File: src/rtl/note_source_arbiter.sv
// rtl/note_source_arbiter.sv - live keyboard / song player arbitration for the single tone generator
module note_source_arbiter #(
    parameter int NOTE_W           = 4,
    parameter int GAP_CYCLES       = 50000,
    parameter int LIVE_HOLD_CYCLES = 25000000
) (
    input  logic              clk,
    input  logic              rst,
    input  logic              live_pressed,
    input  logic [NOTE_W-1:0] live_note,
    input  logic              play_req,
    input  logic [NOTE_W-1:0] play_note,
    input  logic              play_note_valid,
    output logic              play_grant,
    output logic              play_preempt,
    output logic [NOTE_W-1:0] note_out,
    output logic              note_on,
    output logic              src_live
);
    localparam int MAX_CNT = (GAP_CYCLES > LIVE_HOLD_CYCLES) ? GAP_CYCLES : LIVE_HOLD_CYCLES;
    localparam int CNT_W   = $clog2(MAX_CNT + 1);
    localparam logic [CNT_W-1:0] GAP_LOAD  = CNT_W'(GAP_CYCLES);
    localparam logic [CNT_W-1:0] HOLD_LOAD = CNT_W'(LIVE_HOLD_CYCLES);
    localparam logic [CNT_W-1:0] CNT_ONE   = CNT_W'(1);

    typedef enum logic [2:0] {
        S_IDLE,
        S_LIVE,
        S_GAP,
        S_HOLD,
        S_PLAY
    } state_t;

    state_t            r_state;
    logic [CNT_W-1:0]  r_cnt;
    logic              r_play_grant;
    logic              r_play_preempt;
    logic [NOTE_W-1:0] r_note_out;
    logic              r_note_on;
    logic              r_src_live;

    logic w_live_active;
    logic w_play_sounding;
    logic w_cnt_last;

    assign w_live_active   = live_pressed && (live_note != '0);
    // A "valid" rest note of 0 must never enable the generator.
    assign w_play_sounding = play_note_valid && (play_note != '0);
    assign w_cnt_last      = (r_cnt <= CNT_ONE);

    always_ff @(posedge clk or posedge rst) begin
        if (rst) begin
            r_state        <= S_IDLE;
            r_cnt          <= '0;
            r_play_grant   <= 1'b0;
            r_play_preempt <= 1'b0;
            r_note_out     <= '0;
            r_note_on      <= 1'b0;
            r_src_live     <= 1'b0;
        end else begin
            r_play_preempt <= 1'b0;
            case (r_state)
                S_IDLE: begin
                    if (w_live_active) begin
                        r_state    <= S_LIVE;
                        r_note_out <= live_note;
                        r_note_on  <= 1'b1;
                        r_src_live <= 1'b1;
                    end else if (play_req) begin
                        r_state      <= S_PLAY;
                        r_play_grant <= 1'b1;
                        r_note_out   <= play_note;
                        r_note_on    <= w_play_sounding;
                    end
                end
                S_LIVE: begin
                    if (!w_live_active) begin
                        r_state   <= S_HOLD;
                        r_cnt     <= HOLD_LOAD;
                        r_note_on <= 1'b0;
                    end else if (live_note != r_note_out) begin
                        r_state   <= S_GAP;
                        r_cnt     <= GAP_LOAD;
                        r_note_on <= 1'b0;
                    end
                end
                S_GAP: begin
                    // The gap always runs to completion; the note is picked at exit.
                    if (w_cnt_last) begin
                        if (w_live_active) begin
                            r_state    <= S_LIVE;
                            r_cnt      <= '0;
                            r_note_out <= live_note;
                            r_note_on  <= 1'b1;
                        end else begin
                            r_state <= S_HOLD;
                            r_cnt   <= HOLD_LOAD;
                        end
                    end else begin
                        r_cnt <= r_cnt - CNT_ONE;
                    end
                end
                S_HOLD: begin
                    if (w_live_active) begin
                        r_state    <= S_LIVE;
                        r_cnt      <= '0;
                        r_note_out <= live_note;
                        r_note_on  <= 1'b1;
                    end else if (w_cnt_last) begin
                        r_state    <= S_IDLE;
                        r_cnt      <= '0;
                        r_note_out <= '0;
                        r_src_live <= 1'b0;
                    end else begin
                        r_cnt <= r_cnt - CNT_ONE;
                    end
                end
                S_PLAY: begin
                    if (w_live_active) begin
                        r_state        <= S_GAP;
                        r_cnt          <= GAP_LOAD;
                        r_play_grant   <= 1'b0;
                        r_play_preempt <= 1'b1;
                        r_note_on      <= 1'b0;
                        r_src_live     <= 1'b1;
                    end else if (!play_req) begin
                        r_state      <= S_IDLE;
                        r_play_grant <= 1'b0;
                        r_note_out   <= '0;
                        r_note_on    <= 1'b0;
                    end else begin
                        r_note_out <= play_note;
                        r_note_on  <= w_play_sounding;
                    end
                end
                default: begin
                    r_state      <= S_IDLE;
                    r_cnt        <= '0;
                    r_play_grant <= 1'b0;
                    r_note_out   <= '0;
                    r_note_on    <= 1'b0;
                    r_src_live   <= 1'b0;
                end
            endcase
        end
    end

    assign play_grant   = r_play_grant;
    assign play_preempt = r_play_preempt;
    assign note_out     = r_note_out;
    assign note_on      = r_note_on;
    assign src_live     = r_src_live;
endmodule

File: config.mk
export PLATFORM = sky130hd
export DESIGN_NAME = note_source_arbiter
export DESIGN_NICKNAME = d
export VERILOG_FILES = /design/src/rtl/note_source_arbiter.sv
export SDC_FILE = /design/constraint.sdc
export NUM_CORES = 1
export LEC_CHECK = 0
export CORE_MARGIN = 8
export CORE_UTILIZATION = 50
export CTS_BUF_LIST = sky130_fd_sc_hd__clkbuf_8
export DETAILED_ROUTE_END_ITERATION = 10
export PLACE_DENSITY = 0.8
export SYNTH_ARGS = -nofsm -noshare
export SYNTH_HDL_FRONTEND = slang
export SYNTH_SLANG_ARGS = --single-unit
export TNS_END_PERCENT = 10
File: constraint.sdc
create_clock -name clk -period 2.5 [get_ports clk]
set_input_delay 0.375 -clock clk [delete_from_list [all_inputs] [get_ports clk]]
set_output_delay 0.375 -clock clk [all_outputs]
set_load 0.005 [all_outputs]
# After elaboration in Yosys (flattened, before gate mapping)
# Cells that the tools add are included.
[totals]
output_inout_bits = 8
wordCells = 93
input_bits = 13
reg_bits = 36
[classes]
mux = 48
reduce_logical = 14
addsub = 1
bitwise = 4
n_eq_ne = 18
order_cmp = 1
[op_table]
columns = ["operator", "n"]
rows = [
  ["$mux 25", 7],
  ["$pmux 25 s5", 1],
  ["$mux 4", 8],
  ["$mux 3", 9],
  ["$le 25x1->1 const B", 1],
  ["$sub 25x1->25 const B", 1],
  ["$pmux 4 s5", 1],
  ["$mux 1", 17],
  ["$ne 2x2->1 const B", 8],
  ["$pmux 3 s5", 1],
  ["$ne 3x3->1 const B", 4],
  ["$reduce_and 4->1", 2],
  ["$reduce_bool 4->1", 2],
  ["$eq 3x2->1 const B", 2],
  ["$pmux 1 s3", 2],
  ["$reduce_and 3->1", 2],
  ["$reduce_and 6->1", 1],
  ["$pmux 1 s5", 1],
  ["$reduce_and 5->1", 1],
  ["$ne 4x4->1", 1],
  ["$not 1->1", 4],
  ["$reduce_or 2->1", 2],
  ["$eq 3x1->1 const B", 1],
  ["$eq 3x3->1 const B", 1],
  ["5 further kinds", 6],
]

# Logic depth before layout (Yosys ltp)
# Gate-level depths: netlist of the first run.
[logic_depth]
ltp_word = 5
depth_mapped = 9

# Worst setup path after synthesis of the first run
# Ideal clock, no wire load.
[synth_timing]
path_type = "register to register"
start = "register r_cnt[16]"
end = "register r_note_out[0] (netlist: note_out[0])"
required_time_ns = 2.375
path_slack_ns = 0.305
path_buffers = 1
synth_period_minus_slack_ns = 2.195
arrival_ns = 2.070
setup_time_ns = 0.125
path_stages_with_launch = 8
cell_sequence = "dfrtp_1 or4_4 nor4_4 and3_1 buf_4 o211a_4 o21bai_4 mux2_4"
[synth_via]
elab_chain_cells = 3
[synth_lines]
columns = ["element", "line_no", "text"]
rows = [
  ["start: declaration", "35", "logic [CNT_W-1:0] r_cnt;"],
  ["start signal: assignment", "100", "r_cnt <= r_cnt - CNT_ONE;"],
  ["start signal: assignment", "115", "r_cnt <= r_cnt - CNT_ONE;"],
  ["$le 25x1->1 *", "49", "assign w_cnt_last = (r_cnt <= CNT_ONE);"],
  ["$ne 3x3->1 (no source line) / $ne 2x2->1 (equally long branches)", "-", ""],
  ["$reduce_and 6->1 (no source line) *", "-", ""],
  ["end signal: assignment", "66", "r_note_out <= live_note;"],
  ["end signal: assignment", "72", "r_note_out <= play_note;"],
  ["end signal: assignment", "93", "r_note_out <= live_note;"],
  ["end: declaration", "38", "logic [NOTE_W-1:0] r_note_out;"],
]
# Every way passes the cells marked *; elsewhere a longest branch is shown, timed or not.
# A chain may end at the register's enable or synchronous reset.

# Final worst setup path of the first run
[layout_timing]
start = "input port live_note[0]"
end = "register r_cnt[14]"
[layout_via]
elab_chain_cells = 5
[layout_lines]
columns = ["element", "line_no", "text"]
rows = [
  ["start: declaration", "10", "input logic [NOTE_W-1:0] live_note,"],
  ["$reduce_bool 4->1", "46", "assign w_live_active = live_pressed && (live_note != '0);"],
  ["$logic_and 1x1->1", "46", ""],
  ["$mux 25", "90", "if (w_live_active) begin"],
  ["$mux 25", "89", "if (w_cnt_last) begin"],
  ["$pmux 25 s5", "62", "case (r_state)"],
]
# Parallel ways exist; a longest one is shown, timed or not.

==> impl_metrics.json, run 1 <==
{
  "io_pins": 21,
  "fin_crit_sh": 0.9492,
  "syn2layout_area_growth_pct": 23.25,
  "tns_ns": 0,
  "cts_setup_buffers": 0,
  "fill_cells": 396,
  "multi_input_area_sq_um": 1336,
  "dr_total_vias": 2296,
  "numCtsBuffers": 5,
  "synth_edf_count": 0,
  "dp_hpwl_microns": 4456,
  "hold_viol": 0,
  "grt_max_degree": 37,
  "cp.required_ns": 2.71,
  "nNetsFinal": 330,
  "grt_setup_unrepaired": "false",
  "antenna_cells": 0,
  "power_density_nw_per_um2": 1243,
  "insertion_delay_ns": 0.29,
  "dr.pass1.iters": 5,
  "cts_buffer_depth": 2,
  "synth_seq_area_share": 0.3822,
  "synth_cells": 271,
  "track_usage": 0.1795,
  "slew_headroom": 0.6114,
  "worst_slack_ns": 0.1270,
  "yosysMostFrequentCell": "dfrtp_1",
  "synth-seq-cells": 36,
  "ir_worst_vdd_uv": 643.4,
  "clock_tree.root_cell": "clkbuf_8",
  "synthTopCellsByCount": "dfrtp_1 (36), nand2_1 (26), a21oi_1 (25), nor2_1 (20), o21ai_1 (20)",
  "register_area_sq_um": 900.9,
  "coreArea_sq_um": 4629,
  "drive_gt1_frac": 0.1772,
  "setup_viol": 0,
  "end_kind": "flop",
  "path_max_fanout": 8,
  "slew_violations": 0,
  "synthArstFlopShare": 1.000,
  "critPathKind": "input port to flop",
  "viasPerCell": 6.205,
  "tightest_slew_ns": 0.5829,
  "yosysTopAreaCell": "dfrtp_1",
  "cts.clk_slew.worst_paths_ns": 0.07,
  "grt_pass1_wl_microns": 10620,
  "synth_top_area_share": 0.3822,
  "die_w_microns": 84.66,
  "syn-num-nets": 286,
  "drcViolationCount": 0,
  "cts-htree-levels": 2,
  "outcome": "finished clean",
  "ys.flop_type": "dfrtp_1",
  "synthesis.area_sq_um": 2357,
  "post-route-min-period_ns": 2.373,
  "antenna_found_initial": 0,
  "wirelength_microns": 6135,
  "wl_per_cell_microns": 16.58,
  "grt_overflow": 0,
  "port_buffers": 20,
  "p_total_mw": 3.611,
  "startpoint_type": "input port",
  "drtIter0Drc": 148,
  "cts_tree": "yes",
  "initial_core_util": 0.5092,
  "p_leak_nw": 1.246,
  "synth.avg_cell_area_sq_um": 8.698,
  "first_global_vias": 2221,
  "max_freq_mhz": 421.4,
  "pre_cts_ws_ns": -0.1836,
  "cts.sink_count": 36,
  "place.gp.congestion": 0.9046,
  "synth.distinct_cells": 60,
  "max_cap_viol_count": 0,
  "yosysWarnings": 0,
  "arrival_ns": 2.58,
  "drtAntennaViolNets": 0,
  "die_area_sq_um": 7167,
  "fin_skew_ns": 0.005019,
  "holdCritPathClass": "input port to asynchronous set/reset pin",
  "ys_top_cells_by_area": "dfrtp_1 (38%), a21oi_1 (5.3%), o21ai_1 (4.2%), nand2_1 (4.1%), nor2_1 (3.2%)",
  "die_h_microns": 84.66,
  "rows": 25
}
[flip-flops by register name (all words and copies together) (netlist names)]
register,cells
play_grant,1
src_live,1
note_on,1
play_preempt,1
r_state,3
note_out,4
r_cnt,25
[power breakdown]
part           internal, mW  switching (mW)  total [mW]
Combinational         0.988            1.12        2.11
Clock                 0.216           0.204       0.420
Sequential            0.811           0.268        1.08
[final cells by class]
type / instances / area share
tap: 54 / 0.02326
multi-input combinational: 205 / 0.4599
clock buffer: 6 / 0.02842
inverter: 18 / 0.02326
timing repair buffer: 49 / 0.1525
clock inverter: 2 / 0.002584
sequential: 36 / 0.3101
[through the flow]
step	hold slack, ns	instance area [sq um]	utilization	instances
CTS	0.5001	2893	0.6249	370
global route	0.5318	2905	0.6276	370
finish	0.4745	2905	0.6276	370
global placement	0.4759	2803	0.6054	362
floorplan	0.4496	2357	-	271
detailed placement	0.4944	2803	0.6054	362
[cells in the final DEF (no fill, tap or decap), types with 2 or more instances in the layout]
master	n
dfrtp_1	36
buf_4	27
nand2_1	26
a21oi_1	25
nor2_1	20
o21ai_1	20
clkdlybuf4s50_1	20
inv_1	19
nand3_1	12
o211ai_1	10
nor3_1	8
o31ai_1	6
o21ai_0	6
clkbuf_8	6
a22o_1	5
xor2_1	4
or3_1	4
mux2_4	4
nand2b_1	3
nor3_2	3
o311ai_1	3
and3_1	3
o2111a_1	2
or2_2	2
a211oi_1	2
a211oi_2	2
and2_1	2
nand4_1	2
ha_1	2
buf_12	2
[critical path, stage by stage]
cell	delay, ns
clkdlybuf4s50_1	0.47
o41a_1	0.57
a211oi_1	0.32
a211oi_2	0.10
a21boi_1	0.28
buf_4	0.21
nand2_1	0.09
o211ai_1	0.16
[routing by layer]
metal	wire length, microns	vias up	global-route usage
li1	-	1094	-
met1	2760	1119	0.2381
met2	2927	70	0.2684
met3	311	13	0.03707
met4	136	0	0.09061
met5	0	-	0
[what timing repair did]
action,in CTS,in global routing
setup endpoints to repair,0,11
resized for setup,0,2
hold buffers,0,0
[kinds of logic after synthesis]
| kind of cell | count (synthesis) | synth area share |
|---|---|---|
| muxes | 5 | 0.03026 |
| DFF | 36 | 0.3822 |
| adders and majority gates | 3 | 0.01486 |
| buffers and inverters | 30 | 0.05626 |
| xor gates and xnor gates | 4 | 0.01486 |
| AOI/OAI and AO/OA | 99 | 0.2925 |
| and+or+nand+nor | 94 | 0.2091 |
[final timing paths]
check,cells after the start,start,end,slack [ns]
max in group asynchronous,3,rst,r_cnt[22]$_DFFE_PP0P_,1.69
setup / recovery,8,live_note[0],r_cnt[14]$_DFFE_PP0P_,0.13
hold / removal,3,rst,r_cnt[2]$_DFFE_PP0P_,0.47
setup reg to reg,7,r_cnt[20]$_DFFE_PP0P_,r_cnt[13]$_DFFE_PP0P_,0.14
min in group clk,1,r_cnt[23]$_DFFE_PP0P_,r_cnt[23]$_DFFE_PP0P_,0.51
hold reg to reg,1,r_cnt[23]$_DFFE_PP0P_,r_cnt[23]$_DFFE_PP0P_,0.51
Power figures use the tool's default switching activity.
==> run 2: changes to the inputs <==
ABC_AREA = 1   (was not set)
PLACE_DENSITY = 0.79   (was 0.8)
==> run 2 against run 1 <==
First-iteration DRC count shrank 24%. Synthesized cell count grew 29%. Sequential power shrank 9%. Combinational power shrank 45%. Critical path depth grew 2. Fmax grew 20%. Via count shrank 0.83%. Routed wire length shrank 2.2%. Die area grew 5.1%. Highest routed layer unchanged.
==> impl_metrics.json, run 2 <==
{
  "outcome": "finished clean",
  "synth-seq-cells": 36,
  "p_leak_nw": 1.307,
  "yosys.area_share.simple": 0.4291,
  "layout_common_cells": "nand2_1 (113), nor2_1 (50), dfrtp_1 (36)",
  "grt_overflow": 0,
  "cp.buffers_inverters": 3,
  "synth.avg_cell_area_sq_um": 7.177,
  "holdCritPathClass": "input port to asynchronous set/reset pin",
  "grt_pass1_wl_microns": 10520,
  "synth.distinct_cells": 35,
  "slew_violations": 0,
  "dp_hpwl_microns": 4708,
  "holdBufCountCts": 0,
  "io_pins": 21,
  "syn2layout_area_growth_pct": 14.54,
  "setup_viol": 0,
  "nNetsFinal": 390,
  "grt_max_degree": 37,
  "placed_cells": 435,
  "synth_fa_ha_area_frac": 0.01399,
  "dr.pass1.iters": 4,
  "initial_core_util": 0.5234,
  "die_w_microns": 86.78,
  "synth_cells": 349,
  "path_max_fanout": 13,
  "max_freq_mhz": 507.3,
  "numCtsBuffers": 5,
  "rows": 25,
  "cts.sink_count": 36,
  "drive_gt1_frac": 0.1463,
  "synth-xor-area-share": 0.07692,
  "drtAntennaViolNets": 0,
  "cts_resized": 0,
  "slew_headroom": 0.6899,
  "port_buffers": 20,
  "yosysWarnings": 0,
  "tightest_slew_ns": 0.4652,
  "p_total_mw": 2.579,
  "synth_top_area_share": 0.3596,
  "cts_tree": "yes",
  "track_usage": 0.1734,
  "first_global_vias": 2319,
  "viasPerCell": 5.140,
  "synthMuxAreaShare": 0,
  "insertion_delay_ns": 0.29,
  "coreArea_sq_um": 4786,
  "cts.clk_slew.worst_paths_ns": 0.08,
  "hold_viol": 0,
  "worstPathCellList": "clkdlybuf4s50_1 -> nor2_1 -> nand2_1 -> nand2_2 -> o21ai_0 -> nand2_2 -> inv_2 -> nand2_1 -> inv_2 -> nor2_1",
  "largest_register": "r_cnt",
  "multi_input_area_sq_um": 1445,
  "largest_reg_flops": 25,
  "reg2reg_slack_ns": 0.67,
  "tns_ns": 0,
  "cp.required_ns": 2.68,
  "wl_per_cell_microns": 13.55,
  "dr_total_vias": 2277,
  "drtIter0Drc": 112,
  "ir_worst_vdd_uv": 617.9,
  "startpoint_type": "input port",
  "wirelength_microns": 6001,
  "synthArstFlopShare": 1.000,
  "yosysTopAreaCell": "dfrtp_1",
  "slowest_stage": "clkdlybuf4s50_1",
  "syn-num-nets": 364,
  "synth_seq_area_share": 0.3596,
  "synth_compound_area_frac": 0.05694,
  "clock_tree.root_cell": "clkbuf_8",
  "fin_crit_sh": 0.7885,
  "critPathKind": "input port to flop",
  "arrival_ns": 2.16,
  "drcViolationCount": 0,
  "post-route-min-period_ns": 1.971,
  "synthTopCellsByCount": "nand2_1 (113), nor2_1 (50), dfrtp_1 (36), nand3_1 (24), inv_1 (23)",
  "synth_edf_count": 0,
  "antenna_found_initial": 0,
  "die_area_sq_um": 7531,
  "antenna_cells": 0,
  "power_density_nw_per_um2": 899.0,
  "register_area_sq_um": 900.9,
  "max_stage_delay_ns": 0.52,
  "fill_cells": 440,
  "worst_slack_ns": 0.5289,
  "ys.flop_type": "dfrtp_1",
  "synth_top_family_by_area": "simple AND/OR/NAND/NOR gates",
  "yosysMostFrequentCell": "nand2_1",
  "end_kind": "flop",
  "pre_cts_ws_ns": 0.2318,
  "ys_top_cells_by_area": "dfrtp_1 (36%), nand2_1 (17%), nor2_1 (7.5%), nand3_1 (4.8%), xnor2_1 (3.8%)",
  "cts-htree-levels": 2,
  "cts_buffer_depth": 2,
  "stdcell_count": 443,
  "place.gp.congestion": 0.9338,
  "layout_commonest_cell": "nand2_1",
  "synthesis.area_sq_um": 2505,
  "die_h_microns": 86.78,
  "grt_setup_unrepaired": "false",
  "fin_skew_ns": 0.01025,
  "max_cap_viol_count": 0,
  "cts_setup_buffers": 0,
  "path_delay_family": "buffers and inverters"
}
## run 2: cell types whose count changed after synthesis, moves of 7 or more
| cell | change |
|---|---|
| o211ai_1 | -10 |
| a21oi_1 | -24 |
| nor2_2 | +15 |
| nand2_1 | +87 |
| o21ai_1 | -14 |
| xnor2_1 | +11 |
| inv_2 | +8 |
| nand3_1 | +12 |
| xor2_1 | +7 |
| nor2_1 | +30 |
## run 2: final timing paths
path | startpoint | endpoint | cells after the start
min in group clk | src_live$_DFFE_PP0P_ | src_live$_DFFE_PP0P_ | 2
min | rst | r_cnt[2]$_DFFE_PP0P_ | 3
max reg2reg | r_cnt[14]$_DFFE_PP0P_ | r_cnt[2]$_DFFE_PP0P_ | 10
min reg2reg | src_live$_DFFE_PP0P_ | src_live$_DFFE_PP0P_ | 2
max in group asynchronous | rst | r_cnt[18]$_DFFE_PP0P_ | 3
max | live_note[2] | r_cnt[2]$_DFFE_PP0P_ | 10
## run 2: area by class of cell
type,instances,area share
inverters,33,0.04317
multi-input cells,276,0.5037
clock inverters,2,0.003489
well taps,67,0.02922
repair buffers,23,0.07763
clock buffers,6,0.02878
flip-flops and latches,36,0.3140
## run 2: metal layers
metal | share of wire | up-vias | track usage | wire, microns
met4 | 0.014 | 0 | 0.05321 | 84
met3 | 0.037 | 9 | 0.03781 | 223
met2 | 0.48 | 48 | 0.2873 | 2861
met5 | 0 | - | 0 | 0
li1 | - | 1148 | - | -
met1 | 0.47 | 1072 | 0.2179 | 2832
## run 2: metrics by stage
stage                     area (sq um)    util  hold WS [ns]
after global placement            2776  0.5801        0.4828
after detailed placement          2776  0.5801        0.4852
after CTS                         2869  0.5995        0.5010
after floorplan                   2505       -        0.4652
final                             2869  0.5995        0.4853
after global routing              2869  0.5995        0.5340
## run 2: kinds of logic (layout without fill, tap and decap cells)
family,after synthesis,after routing
XOR/XNOR,22,22
AO/OA/AOI/OAI,22,22
buffers and inverters,37,64
AND/OR/NAND/NOR,229,229
adder cells (fa/ha/maj),3,3
flip-flops,36,36
## run 2: tightest hold or removal path, delay by kind of cell
family                 cells  cell delay (ns)
buffers and inverters      3             0.84
## run 2: power breakdown
group / total, mW / internal [mW] / switching, mW
logic: 1.17 / 0.442 / 0.727
clock network: 0.429 / 0.220 / 0.209
registers: 0.981 / 0.768 / 0.213
